<file path="config.mk">
export PLATFORM = sky130hd
export DESIGN_NAME = pad_tx_seq_flat
export DESIGN_NICKNAME = d
export VERILOG_FILES = /design/src/rtl/pad_tx_seq_if.sv /design/src/rtl/pad_tx_seq.sv /design/src/flat_wrapper.sv
export SDC_FILE = /design/constraint.sdc
export NUM_CORES = 1
export LEC_CHECK = 0
export CAP_MARGIN = 20
export CORE_AREA = 2 2 64 66
export CTS_CLUSTER_SIZE = 12
export DETAILED_ROUTE_END_ITERATION = 12
export DIE_AREA = 0 0 66 68
export HOLD_SLACK_MARGIN = 0.12
export PLACE_DENSITY_LB_ADDON = 0.12
export SETUP_SLACK_MARGIN = 0.4
export SYNTH_ARGS = -nofsm -noshare
export SYNTH_HDL_FRONTEND = slang
export SYNTH_SLANG_ARGS = --single-unit
</file>
<file path="constraint.sdc">
create_clock -name CLK_I -period 1.9 [get_ports CLK_I]
set_input_delay 0.475 -clock CLK_I [delete_from_list [all_inputs] [get_ports CLK_I]]
set_output_delay 0.475 -clock CLK_I [all_outputs]
set_load 0.03 [all_outputs]
</file>
<file path="src/rtl/pad_tx_seq_if.sv">
// ---------------------------------------------------------------------------
// pad_tx_seq_if -- frame request and pad-control bundle for pad_tx_seq.
//   DATA_I  [DATA_W] frame data, sent LSB first
//   VALID_I          frame request
//   READY_O          sequencer can accept a frame
//   DIV_I   [DIV_W]  bit period = DIV_I+1 cycles
//   OD_I             1 = open-drain, 0 = push-pull
//   DS_I    [2]      drive-strength select
//   DO_O / OE_O      pad data-out / output enable
//   DS_O    [2]      pad drive strength
//   BUSY_O           frame in progress
//   DONE_O           one-cycle frame-complete pulse
// master: requester side; slave: the sequencer.
// ---------------------------------------------------------------------------
interface pad_tx_seq_if #(
    parameter int unsigned DATA_W = 8,
    parameter int unsigned DIV_W  = 8
);
    logic [DATA_W-1:0] DATA_I;
    logic              VALID_I;
    logic              READY_O;
    logic [DIV_W-1:0]  DIV_I;
    logic              OD_I;
    logic [1:0]        DS_I;
    logic              DO_O;
    logic              OE_O;
    logic [1:0]        DS_O;
    logic              BUSY_O;
    logic              DONE_O;

    modport master (
        output DATA_I, VALID_I, DIV_I, OD_I, DS_I,
        input  READY_O, DO_O, OE_O, DS_O, BUSY_O, DONE_O
    );

    modport slave (
        input  DATA_I, VALID_I, DIV_I, OD_I, DS_I,
        output READY_O, DO_O, OE_O, DS_O, BUSY_O, DONE_O
    );
endinterface

</file>
<file path="src/rtl/pad_tx_seq.sv">
// ---------------------------------------------------------------------------
// pad_tx_seq -- serialises one DATA_W-bit frame onto a pad, framed by GUARD
// cycles of lead and trail, in push-pull or open-drain signalling.
//   CLK_I  sole clock, rising edge
//   RST_I  asynchronous active-high reset
//   bus    pad_tx_seq_if.slave (request inputs, pad/status outputs)
// ---------------------------------------------------------------------------
module pad_tx_seq #(
    parameter int unsigned DATA_W = 8,
    parameter int unsigned DIV_W  = 8,
    parameter int unsigned GUARD  = 2
) (
    input  logic         CLK_I,
    input  logic         RST_I,
    pad_tx_seq_if.slave  bus
);
    localparam int unsigned BW = (DATA_W > 1) ? $clog2(DATA_W) : 1;

    if (GUARD < 1 || GUARD > 15) begin : g_guard_range
        $error("pad_tx_seq: GUARD must be in 1..15");
    end

    typedef enum logic [1:0] {
        ST_IDLE,
        ST_LEAD,
        ST_SHIFT,
        ST_TRAIL
    } state_t;

    state_t            r_state;
    state_t            w_state_nxt;

    logic [3:0]        r_gcnt, w_gcnt_nxt;     // guard cycle counter
    logic [DIV_W-1:0]  r_dcnt, w_dcnt_nxt;     // cycles within current bit
    logic [BW-1:0]     r_bcnt, w_bcnt_nxt;     // bit index
    logic [DATA_W-1:0] r_sh,   w_sh_nxt;       // bit 0 is the bit on the pad
    logic [DIV_W-1:0]  r_div,  w_div_nxt;
    logic              r_od,   w_od_nxt;
    logic [1:0]        r_ds,   w_ds_nxt;
    logic              r_done, w_done_nxt;
    logic              r_do,   w_do_nxt;
    logic              r_oe,   w_oe_nxt;

    always_ff @(posedge CLK_I or posedge RST_I) begin
        if (RST_I) begin
            r_state <= ST_IDLE;
        end else begin
            r_state <= w_state_nxt;
        end
    end

    always_comb begin
        w_state_nxt = r_state;
        w_gcnt_nxt  = r_gcnt;
        w_dcnt_nxt  = r_dcnt;
        w_bcnt_nxt  = r_bcnt;
        w_sh_nxt    = r_sh;
        w_div_nxt   = r_div;
        w_od_nxt    = r_od;
        w_ds_nxt    = r_ds;
        w_done_nxt  = 1'b0;

        unique case (r_state)
            ST_IDLE: begin
                if (bus.VALID_I) begin
                    w_state_nxt = ST_LEAD;
                    w_gcnt_nxt  = '0;
                    w_sh_nxt    = bus.DATA_I;
                    w_div_nxt   = bus.DIV_I;
                    w_od_nxt    = bus.OD_I;
                    w_ds_nxt    = bus.DS_I;
                end
            end
            ST_LEAD: begin
                if (r_gcnt == 4'(GUARD - 1)) begin
                    w_state_nxt = ST_SHIFT;
                    w_dcnt_nxt  = '0;
                    w_bcnt_nxt  = '0;
                end else begin
                    w_gcnt_nxt = r_gcnt + 4'd1;
                end
            end
            ST_SHIFT: begin
                // Equality compare against the latched divider, so an
                // all-ones DIV never needs a wrapping counter.
                if (r_dcnt == r_div) begin
                    w_dcnt_nxt = '0;
                    if (r_bcnt == BW'(DATA_W - 1)) begin
                        w_state_nxt = ST_TRAIL;
                        w_gcnt_nxt  = '0;
                    end else begin
                        w_bcnt_nxt = r_bcnt + 1'b1;
                        w_sh_nxt   = r_sh >> 1;
                    end
                end else begin
                    w_dcnt_nxt = r_dcnt + 1'b1;
                end
            end
            ST_TRAIL: begin
                if (r_gcnt == 4'(GUARD - 1)) begin
                    w_state_nxt = ST_IDLE;
                    w_done_nxt  = 1'b1;
                end else begin
                    w_gcnt_nxt = r_gcnt + 4'd1;
                end
            end
            default: w_state_nxt = ST_IDLE;
        endcase

        // Pad outputs are decoded from next-state values and registered,
        // so the pad follows the state with no input-to-output path.
        w_do_nxt = 1'b1;
        w_oe_nxt = 1'b0;
        if (w_state_nxt == ST_SHIFT) begin
            if (w_od_nxt) begin
                w_do_nxt = 1'b0;
                w_oe_nxt = ~w_sh_nxt[0];
            end else begin
                w_do_nxt = w_sh_nxt[0];
                w_oe_nxt = 1'b1;
            end
        end else if (w_state_nxt != ST_IDLE) begin
            w_do_nxt = ~w_od_nxt;
            w_oe_nxt = ~w_od_nxt;
        end
    end

    always_ff @(posedge CLK_I or posedge RST_I) begin
        if (RST_I) begin
            r_gcnt <= '0;
            r_dcnt <= '0;
            r_bcnt <= '0;
            r_sh   <= '0;
            r_div  <= '0;
            r_od   <= 1'b0;
            r_ds   <= '0;
            r_done <= 1'b0;
            r_do   <= 1'b1;
            r_oe   <= 1'b0;
        end else begin
            r_gcnt <= w_gcnt_nxt;
            r_dcnt <= w_dcnt_nxt;
            r_bcnt <= w_bcnt_nxt;
            r_sh   <= w_sh_nxt;
            r_div  <= w_div_nxt;
            r_od   <= w_od_nxt;
            r_ds   <= w_ds_nxt;
            r_done <= w_done_nxt;
            r_do   <= w_do_nxt;
            r_oe   <= w_oe_nxt;
        end
    end

    assign bus.READY_O = (r_state == ST_IDLE) && !RST_I;
    assign bus.BUSY_O  = (r_state != ST_IDLE);
    assign bus.DONE_O  = r_done;
    assign bus.DO_O    = r_do;
    assign bus.OE_O    = r_oe;
    assign bus.DS_O    = r_ds;
endmodule

</file>
<file path="src/flat_wrapper.sv">
// flat-port wrapper written by rule: the top's interface ports become plain ports
module pad_tx_seq_flat 
#(
    parameter int unsigned DATA_W = 8,
    parameter int unsigned DIV_W  = 8,
    parameter int unsigned GUARD  = 2
)
  (CLK_I, RST_I, bus_DATA_I, bus_VALID_I, bus_DIV_I, bus_OD_I, bus_DS_I, bus_READY_O, bus_DO_O, bus_OE_O, bus_DS_O, bus_BUSY_O, bus_DONE_O);
  pad_tx_seq_if #(.DATA_W(DATA_W), .DIV_W(DIV_W)) bus_i ();
  input  logic CLK_I;
  input  logic RST_I;
  input wire logic [$bits(bus_i.DATA_I)-1:0] bus_DATA_I;
  input wire logic [$bits(bus_i.VALID_I)-1:0] bus_VALID_I;
  input wire logic [$bits(bus_i.DIV_I)-1:0] bus_DIV_I;
  input wire logic [$bits(bus_i.OD_I)-1:0] bus_OD_I;
  input wire logic [$bits(bus_i.DS_I)-1:0] bus_DS_I;
  output wire logic [$bits(bus_i.READY_O)-1:0] bus_READY_O;
  output wire logic [$bits(bus_i.DO_O)-1:0] bus_DO_O;
  output wire logic [$bits(bus_i.OE_O)-1:0] bus_OE_O;
  output wire logic [$bits(bus_i.DS_O)-1:0] bus_DS_O;
  output wire logic [$bits(bus_i.BUSY_O)-1:0] bus_BUSY_O;
  output wire logic [$bits(bus_i.DONE_O)-1:0] bus_DONE_O;
  assign bus_i.DATA_I = bus_DATA_I;
  assign bus_i.VALID_I = bus_VALID_I;
  assign bus_i.DIV_I = bus_DIV_I;
  assign bus_i.OD_I = bus_OD_I;
  assign bus_i.DS_I = bus_DS_I;
  assign bus_READY_O = bus_i.READY_O;
  assign bus_DO_O = bus_i.DO_O;
  assign bus_OE_O = bus_i.OE_O;
  assign bus_DS_O = bus_i.DS_O;
  assign bus_BUSY_O = bus_i.BUSY_O;
  assign bus_DONE_O = bus_i.DONE_O;
  pad_tx_seq #(.DATA_W(DATA_W), .DIV_W(DIV_W), .GUARD(GUARD)) u_core (.CLK_I(CLK_I), .RST_I(RST_I), .bus(bus_i));
endmodule
</file>
==> impl_results.md, run 1 <==
* Sequential power share at 0.320
* Utilization after layout at 0.751
* Mux cell area share after synthesis at 0.0718
* IO Pins at 29
* Total grt overflow at 0
* Die Ht at 68 um
* Total CTS buffers at 5
* CP required at 2.08 ns
* Adder-cell share of the synthesized area at 0.0323
* Vias in the first global route at 1531
* Crit path max fanout at 5
* Synth Cell Area at 1940 um^2
* Largest net degree at the start of global routing at 18
* Hold Path Stages at 2
* Root Driver: clkbuf_8
* Sink Count at 39
* Slew @ Worst Pin at 0.381 ns
* Core ar. at 3860 um^2
* Fin. Hold Viols at 0
* Critical Path, Cell by Cell: xnor2_2 -> nand4_4 -> buf_6 -> o21ai_4 -> buf_6 -> nor2_1 -> o21ai_1 -> o21ai_1
* Ys flop type: dfrtp_1
* Leakage Power at 1.31 nW
* DRT iter0 DRCs at 76
* Design Area, Final at 2900 um^2
* Longest Clk Path Bufs at 2
* Max-Cap Viols at 0
* Share of cells above drive strength 1 at 0.456
* RR Startpoint: u_core.r_div[0]$_DFFE_PP0P_
* CP startpoint kind: register
* Headroom to the max-slew limit at 0.744
* Critical Path AT at 1.90 ns
* DR vias at 1508
* Yosys reg bits at 39
* RSZ-0062 raised after global routing: yes
* Switching Fraction at 0.387
* Max-slew violations at 0
* Clock transition at the registers of the reported paths at 0.08 ns
* Power Density at 1560 nW/um^2
* Tot GR Track Use at 0.218
* Net count, final at 263
* Post-DP HPWL at 2790 um
* EDFF count, synth at 0
* Final GP Congestion at 0.832
* Leading area contributor after synthesis: dfrtp_1
* Comb power frac at 0.554
* DRC violations left at 0
* Crit end category: register
* Clk Latency, worst-skew pair at 0.30 ns
* Tcrit/Tclk final at 0.905
* Number of H-tree levels at 2
* Fmax at 581 MHz
* CP Buf/Inv Count at 2
* Die width at 66 um
* Initial antenna violation count at 0
* Main area contributors after synthesis: dfrtp_1 (49%), mux2_2 (6.4%), nand2_1 (5.0%)
* Mapped Cells at 171
* Worst hold start: u_core.r_sh[3]$_DFFE_PP0P_
* Critical R2R Capture: u_core.r_dcnt[5]$_DFFE_PP0P_
* CP peak stage delay at 0.43 ns
* Critical-path top delay cell: dfrtp_1
* Minimum clock period at 1.72 ns
* Worst Hold End: u_core.r_sh[3]$_DFFE_PP0P_
* DRT Pass-1 Iters at 4
* Initial Util at 0.502
* Worst reg2reg path depth at 8
* Synthesized Nets at 198
* Row count at 23
* Synth async-reset ratio at 1.00
* Flop2flop setup slack at 0.18 ns
* Compound-Gate Fraction of Synth Area at 0.108
* YS warnings at 0
* Skew final at 0.00618 ns
* CTS tree: yes
* Final Setup Violations at 0
* Sequential area share after synthesis at 0.505
* Area delta synth->final at 49.6%
* Crit path max-delay family: compound AO/OA/AOI/OAI gates
* Post-DR wirelength/cell at 15.5 um
* Simple-Gate Fraction of Synth Area at 0.185
* Post-route ant nets at 0
* VDD IR max at 863 uV
* Setup TNS at 0 ns
* First-pass GRT wire length at 7040 um
* Internal Pwr Total at 2.77 mW
* Status: finished, final reports clean
* Hold Buf Count CTS at 0
* Crit path kind: reg -> reg
* Synthesized area per cell at 11.3 um^2
* Main combinational cell family by area after synthesis: simple AND/OR/NAND/NOR gates
* Hold WC Path Type: reg -> reg
* Synth Area in XOR/XNOR at 0.0737
* Die area at 4490 um^2
* Diode count at 0
* Drt total wl at 4450 um
* Min Hold Slack at 0.498 ns
* NetSw at 1.75 mW
* Yosys cell types at 41
* Input/output buffers at 28
* Dpl cell area at 2410 um^2
* Clk pwr share at 0.126
* Post-synth top area share at 0.491
* DR vias/cell at 5.25
-- worst max path at each step --
stage / end / slack, ns / start / cells after the start
after floorplan: u_core.r_bcnt[0]$_DFFE_PP0P_ / 0.33 / u_core.r_dcnt[6]$_DFFE_PP0P_ / 6
after global placement: u_core.bus.DO_O$_DFF_PP1_ / 0.08 / bus_VALID_I / 6
after detailed placement: u_core.bus.DO_O$_DFF_PP1_ / 0.08 / bus_VALID_I / 6
after CTS: u_core.bus.DO_O$_DFF_PP1_ / 0.20 / u_core.r_dcnt[0]$_DFFE_PP0P_ / 7
after global routing: u_core.r_gcnt[0]$_DFFE_PP0P_ / 0.11 / u_core.r_div[0]$_DFFE_PP0P_ / 8
final: u_core.r_dcnt[5]$_DFFE_PP0P_ / 0.18 / u_core.r_div[0]$_DFFE_PP0P_ / 8
-- cells in the final DEF (no fill, tap or decap), types with 5 or more instances in the layout --
master / count
buf_4: 17
buf_6: 14
clkbuf_8: 5
clkdlybuf4s50_1: 21
dfrtp_1: 34
inv_1: 6
mux2_4: 11
nand2_1: 23
nand3_1: 8
nor2_1: 5
nor2_4: 6
o21ai_1: 11
xnor2_2: 8
-- tightest hold or removal path: cells and delay by family, from the launching register on --
| kind | cells | cell delay (ns) |
|---|---|---|
| DFF | 1 | 0.35 |
| and+or+nand+nor | 2 | 0.12 |
-- power by group through the flow --
stage | clock, mW | sequential, mW | combinational (mW)
final | 0.570 | 1.45 | 2.51
after global routing | 0.622 | 1.50 | 2.69
after floorplan | 0 | 1.52 | 1.21
after CTS | 0.576 | 1.44 | 2.10
after global placement | 0 | 1.44 | 1.72
after detailed placement | 0 | 1.46 | 1.79
-- layer usage --
layer	global-route usage	wire, um
met1	0.252	1880
met2	0.374	2360
met3	0.0658	130
met4	0.105	85
met5	0	0
-- synth_stat cells, types with 2 or more instances --
cell type	n
xnor2_1	6
a21o_1	2
o21ai_1	6
xnor2_2	5
a22o_1	4
dfrtp_1	38
o21ai_0	8
and3_1	2
nand2b_1	2
nand2_1	26
nor2_2	3
nor2b_1	2
o31ai_1	2
mux2_2	11
inv_1	7
buf_2	2
ha_1	5
nor2_1	8
nand3_1	10
-- state kept, by name (all words and copies together), names as in the netlist --
register / flops
u_core.bus.DONE_O: 1
u_core.bus.DO_O: 1
u_core.bus.DS_O: 2
u_core.bus.OE_O: 1
u_core.r_bcnt: 3
u_core.r_dcnt: 8
u_core.r_div: 8
u_core.r_gcnt: 4
u_core.r_od: 1
u_core.r_sh: 8
u_core.r_state: 2
-- metrics by stage --
stage | worst slack [ns] | power (mW) | std cells
2_1_floorplan | 0.328 | 2.73 | 171
3_3_place_gp | 0.0846 | 3.16 | 258
3_5_place_dp | 0.0826 | 3.25 | 258
4_1_cts | 0.199 | 4.12 | 279
5_1_grt | 0.105 | 4.81 | 287
6_report | 0.180 | 4.53 | 287
-- kinds of logic (layout without fill, tap and decap cells) --
kind of cell | count (synthesis) | count (layout)
and+or+nand+nor | 62 | 62
DFF | 39 | 39
xor gates and xnor gates | 12 | 12
adders and majority gates | 5 | 5
AOI/OAI and AO/OA | 30 | 30
buffers and inverters | 11 | 77
muxes | 12 | 12
-- area by class of cell --
class                           count  area (um^2)
Clock inverter                      3         20.0
Fill cell                         279          960
Multi-Input combinational cell    121         1110
Inverter                            8         32.5
Sequential cell                    39          982
Timing Repair Buffer               61          622
Tap cell                           50         62.6
Clock buffer                        5         68.8
-- what timing repair did --
action | in CTS | in global routing
gates cloned | 1 | 1
setup endpoints to repair | 29 | 42
setup buffers | 12 | 7
pin swaps | 25 | 13
gates resized for setup | 46 | 39
endpoints found under the hold margin | 0 | 0
Note: power is estimated with default switching activity, not from simulation.
==> inputs of run 2 (changes only) <==
CORE_AREA = 2 2 83 85   (was 2 2 64 66)
DIE_AREA = 0 0 85 87   (was 0 0 66 68)
==> impl_results.md, run 2 (same netlist as run 1, synthesis figures left out) <==
* Post-route ant nets at 0 (unchanged)
* Crit path launch: u_core.r_bcnt[0]$_DFFE_PP0P_
* Headroom to the max-slew limit at 0.767 (+0.0226)
* Crit path kind: reg -> reg
* Net count, final at 259 (-1.5%)
* Die area at 7400 um^2 (+65%)
* CP Buf/Inv Count at 2 (unchanged)
* Crit path max-delay family: simple AND/OR/NAND/NOR gates
* Fmax at 597 MHz (+2.7%)
* Max-Cap Viols at 0 (unchanged)
* Crit path top cell by count: buf_6
* Skew final at 0.00787 ns (+0.00169 ns)
* Most common cell after layout, fill and taps aside: dfrtp_1
* Initial Util at 0.295 (-0.207)
* CP required at 2.09 ns (about the same)
* Flop2flop setup slack at 0.23 ns (+0.05 ns)
* Min Hold Slack at 0.502 ns (+0.00381 ns)
* Area delta synth->final at 51.9%
* Row count at 30 (+30%)
* Fin. Hold Viols at 0 (unchanged)
* Vias in the first global route at 1558 (+1.8%)
* Final Setup Violations at 0 (unchanged)
* Sink Count at 39 (unchanged)
* Crit path max fanout at 7 (+2)
* Crit end category: register
* RSZ-0062 raised after global routing: yes
* Critical Path, Cell by Cell: ha_2 -> ha_4 -> nor4_4 -> buf_6 -> nor2_4 -> buf_6 -> nand2_1 -> nand3_1
* Placed Cells incl. Taps at 285 (+10%)
* Drt total wl at 4640 um (+4.3%)
* Core ar. at 6570 um^2 (+70%)
* Minimum clock period at 1.67 ns (-0.0453 ns)
* CP startpoint kind: register
* First-pass GRT wire length at 7420 um (+5.3%)
* Post-DP HPWL at 2910 um (+4.3%)
* Critical-path top delay cell: dfrtp_1
* Worst hold start: u_core.r_sh[4]$_DFFE_PP0P_
* Diode count at 0 (unchanged)
* RR Startpoint: u_core.r_bcnt[0]$_DFFE_PP0P_
* Total grt overflow at 0 (unchanged)
* Fillers at 599 (+110%)
* DR vias/cell at 4.67 (-11%)
* Final Power at 4.57 mW (+0.89%)
* Input/output buffers at 28 (unchanged)
* Status: finished, final reports clean
* Tot GR Track Use at 0.127 (-0.0916)
* Die width at 85 um (+29%)
* Final GP Congestion at 0.779 (-6.4%)
* Longest Clk Path Bufs at 2 (unchanged)
* Top Registers: u_core.r_dcnt (8), u_core.r_div (8), u_core.r_sh (8)
* Max-slew violations at 0 (unchanged)
* Critical Path AT at 1.86 ns (-0.04 ns)
* DRT iter0 DRCs at 45 (-41%)
* Power Density at 1550 nW/um^2 (-0.62%)
* Post-route insts no fill at 313 (+9.1%)
* CP peak stage delay at 0.39 ns (-0.04 ns)
* Share of cells above drive strength 1 at 0.472 (+0.0164)
* Post-DR wirelength/cell at 14.8 um (-4.3%)
* Hold WC Path Type: reg -> reg
* Commonest cells after routing, fill and taps aside: dfrtp_1 (33), clkdlybuf4s50_1 (21), nand2_1 (20)
* Tcrit/Tclk final at 0.881 (-0.0239)
* DRT Pass-1 Iters at 4 (unchanged)
* Initial antenna violation count at 0 (unchanged)
* Leakage Power at 1.31 nW (about the same)
* Root Driver: clkbuf_8
* Total CTS buffers at 5 (unchanged)
* Die Ht at 87 um (+28%)
* CTS tree: yes
* VDD IR max at 583 uV (-32%)
* Slew @ Worst Pin at 0.347 ns (-0.0337 ns)
* Largest net degree at the start of global routing at 40 (+22)
* Number of H-tree levels at 2 (unchanged)
* DR vias at 1463 (-3.0%)
* Clk Latency, worst-skew pair at 0.30 ns (about the same)
* Setup TNS at 0 ns (unchanged)
* DRC violations left at 0 (unchanged)
* Clock transition at the registers of the reported paths at 0.09 ns (about the same)
* IO Pins at 29 (unchanged)
run 2: power breakdown:
part | internal, mW | leakage [nW] | switching [mW]
clock | 0.391 | 0.0581 | 0.315
sequential | 1.18 | 0.483 | 0.281
combinational | 1.26 | 0.766 | 1.14
run 2: cell type report:
cell class	count	area, um^2	share of cell area
clock buffer	5	68.8	0.0234
clock inverter	3	43.8	0.0149
inverter	8	30.0	0.0102
multi-input combinational	121	1120	0.380
sequential	39	983	0.334
tap	80	100	0.0340
timing repair buffer	57	596	0.203
run 2: final timing paths:
path / to / cells past startpoint
worst max-delay path: u_core.r_sh[6]$_DFFE_PP0P_ / 8
worst min-delay path: u_core.r_sh[4]$_DFFE_PP0P_ / 1
max in group asynchronous: u_core.bus.DO_O$_DFF_PP1_ / 3
min in group asynchronous: u_core.r_sh[4]$_DFFE_PP0P_ / 3
worst min register to register: u_core.r_sh[4]$_DFFE_PP0P_ / 1
worst max register to register: u_core.r_sh[6]$_DFFE_PP0P_ / 8
run 2: worst reg2reg max path, stage by stage (launching register included):
cell and delay [ns]:
dfrtp_1 0.39, ha_2 0.20, ha_4 0.18, nor4_4 0.29, buf_6 0.18, nor2_4 0.05, buf_6 0.13, nand2_1 0.08
nand3_1 0.08
run 2: timing repair:
| action | 4_1_cts | 5_1_grt |
|---|---|---|
| hold buffers | 0 | 0 |
| endpoints found under the setup margin | 39 | 42 |
| gates resized for setup | 53 | 37 |
| setup buffers | 13 | 6 |
| pin swaps | 30 | 13 |
| endpoints found under the hold margin | 0 | 0 |
| gates cloned | 0 | 1 |
run 2: through the flow:
step                setup slack [ns]   util  cell area (um^2)
finish                         0.225  0.448              2940
global route                   0.106  0.448              2940
CTS                            0.160  0.418              2750
detailed placement            0.0430  0.371              2440
global placement              0.0703  0.371              2440
floorplan                      0.328      -              2000
run 2: per-layer routing:
layer / share of wire / vias up / GRT usage
met5: 0 / - / 0
met4: 0.0067 / 0 / 0.0317
met3: 0.040 / 4 / 0.0351
met2: 0.51 / 28 / 0.215
met1: 0.44 / 723 / 0.160
li1: - / 708 / -
==> inputs of run 3 (changes only) <==
==> constraint.sdc (replaced) <==
create_clock -name CLK_I -period 1.9 [get_ports CLK_I]
set_input_delay 0.38 -clock CLK_I [delete_from_list [all_inputs] [get_ports CLK_I]]
set_output_delay 0.38 -clock CLK_I [all_outputs]
set_load 0.03 [all_outputs]
==> impl_results.md, run 3 (same netlist as run 1, synthesis figures left out) <==
* Status: finished, final reports clean
* Commonest cells after routing, fill and taps aside: dfrtp_1 (33), clkdlybuf4s50_1 (21), nand2_1 (20)
* Share of cells above drive strength 1 at 0.451 (-0.0215)
* DRT iter0 DRCs at 54 (+20%)
* DRC violations left at 0 (unchanged)
* Minimum clock period at 1.65 ns (-0.0211 ns)
* Net count, final at 259 (unchanged)
* DR top layer: met4
* Crit path kind: reg -> reg
* Longest Clk Path Bufs at 2 (unchanged)
* Worst reg2reg path depth at 6 (-2)
* DR vias/cell at 4.73 (+1.2%)
* Clock transition at the registers of the reported paths at 0.08 ns (about the same)
* Post-route ant nets at 0 (unchanged)
* Power Density at 1470 nW/um^2 (-5.1%)
* Row count at 30 (unchanged)
* Most common cell after layout, fill and taps aside: dfrtp_1
* Fin. Hold Viols at 0 (unchanged)
* Headroom to the max-slew limit at 0.760 (-0.00746)
* Drt total wl at 4130 um (-11%)
* First-pass GRT wire length at 6940 um (-6.4%)
* Sink Count at 39 (unchanged)
* Area delta synth->final at 47.1%
* Metal2 WL at 2150 um (-9.3%)
* Total CTS buffers at 5 (unchanged)
* Max-slew violations at 0 (unchanged)
* Post-route insts no fill at 313 (unchanged)
* Initial Util at 0.295 (unchanged)
* Max-Cap Viols at 0 (unchanged)
* Final Setup Violations at 0 (unchanged)
* Hold Buf Count CTS at 0 (unchanged)
* Leakage Power at 1.29 nW (-0.98%)
* Critical R2R Capture: u_core.r_bcnt[0]$_DFFE_PP0P_
* Clk Latency, worst-skew pair at 0.29 ns (about the same)
* DR vias at 1480 (+1.2%)
* RSZ-0062 raised after global routing: yes
* Hold WC Path Type: reg -> reg
* Crit end category: register
* Multi-input gate area at 1080 um^2 (-3.8%)
* Tot GR Track Use at 0.119 (-0.00779)
* Critical Path AT at 1.84 ns (-0.02 ns)
* Worst hold start: u_core.r_sh[7]$_DFFE_PP0P_
* CTS tree: yes
* Initial antenna violation count at 0 (unchanged)
* Fillers at 608 (+1.5%)
* Die area at 7400 um^2 (unchanged)
* Crit path max fanout at 4 (-3)
* Final GP Congestion at 0.772 (-0.87%)
* Hold Path Stages at 2 (+1)
* Core ar. at 6570 um^2 (unchanged)
* Diode count at 0 (unchanged)
* Total grt overflow at 0 (unchanged)
* Post-DR wirelength/cell at 13.2 um (-11%)
* IO Pins at 29 (unchanged)
* VDD IR max at 540 uV (-7.3%)
* Die Ht at 87 um (unchanged)
* Slew @ Worst Pin at 0.358 ns (+0.0111 ns)
* Input/output buffers at 28 (unchanged)
* Met1 WL at 1800 um (-12%)
* CP startpoint kind: register
* Register area at 983 um^2 (unchanged)
* Die width at 85 um (unchanged)
* CP required at 2.08 ns (about the same)
* DRT Pass-1 Iters at 4 (unchanged)
* Number of H-tree levels at 2 (unchanged)
* Root Driver: clkbuf_8
* Post-DP HPWL at 2800 um (-3.8%)
* Routed length on met3 at 136 um (-26%)
* Tcrit/Tclk final at 0.870 (-0.0111)
* Largest net degree at the start of global routing at 40 (unchanged)
* Top Registers: u_core.r_dcnt (8), u_core.r_div (8), u_core.r_sh (8)
* Worst Hold End: u_core.r_sh[6]$_DFFE_PP0P_
* Vias in the first global route at 1499 (-3.8%)
* RR Startpoint: u_core.r_dcnt[6]$_DFFE_PP0P_
* Fmax at 605 MHz (+1.3%)
* Skew final at 0.00654 ns (-0.00133 ns)
* Flop2flop setup slack at 0.25 ns (+0.02 ns)
* Setup TNS at 0 ns (unchanged)
* Placed Cells incl. Taps at 285 (unchanged)
run 3: changes by cell type in the layout (fill, tap and decap cells not counted), sizes merged:
cell,delta
dlygate4sd2,+4
clkdlybuf4s15,-3
buf,+2
bufinv,-1
clkbuf,-1
clkinv,-1
run 3: layout make-up:
type                    count  area share
clock inverters             1     0.00308
flip-flops and latches     39       0.345
multi-input cells         121       0.378
repair buffers             57       0.197
well taps                  80      0.0351
inverters                   8      0.0114
clock buffers               7      0.0303
run 3: worst max-delay path by stage:
stage / startpoint / end / slack, ns / cells after the start
4_1_cts: u_core.r_dcnt[0]$_DFFE_PP0P_ / u_core.bus.OE_O$_DFF_PP0_ / 0.21 / 7
6_report: u_core.r_dcnt[6]$_DFFE_PP0P_ / u_core.r_bcnt[0]$_DFFE_PP0P_ / 0.25 / 6
3_5_place_dp: u_core.r_dcnt[0]$_DFFE_PP0P_ / u_core.bus.OE_O$_DFF_PP0_ / 0.14 / 7
2_1_floorplan: u_core.r_dcnt[6]$_DFFE_PP0P_ / u_core.r_bcnt[0]$_DFFE_PP0P_ / 0.33 / 6
3_3_place_gp: u_core.r_dcnt[6]$_DFFE_PP0P_ / u_core.bus.OE_O$_DFF_PP0_ / 0.18 / 7
5_1_grt: u_core.r_dcnt[6]$_DFFE_PP0P_ / u_core.bus.OE_O$_DFF_PP0_ / 0.17 / 7
run 3: per-stage QoR:
step	setup slack [ns]	power (mW)	utilization	instance area [um^2]	hold slack [ns]
global route	0.166	4.49	0.434	2850	0.519
floorplan	0.328	2.73	-	2000	0.446
finish	0.246	4.20	0.434	2850	0.499
detailed placement	0.144	3.25	0.369	2420	0.465
global placement	0.176	3.19	0.369	2420	0.461
CTS	0.215	4.00	0.410	2690	0.491
run 3: critical path: stages, from the launching register on:
cell,delay [ns]
dfrtp_2,0.45
xnor2_2,0.19
nand4_4,0.17
or2_4,0.31
nor2_4,0.08
o21bai_2,0.08
mux2_4,0.26
run 3: metal layers:
metal,GRT usage,up-vias
li1,-,709
met1,0.144,738
met2,0.205,27
met3,0.0322,6
met4,0.0390,0
met5,0,-
run 3: repair_timing:
item / 4_1_cts / 5_1_grt
hold endpoints to repair: 0 / 0
pin swaps: 20 / 13
resized for setup: 36 / 35
setup buffers: 12 / 8
endpoints found under the setup margin: 29 / 38
run 3: where the power goes:
part	switching [mW]	internal, mW
combinational	1.05	1.11
sequential	0.268	1.18
clock	0.296	0.297
total	1.61	2.59
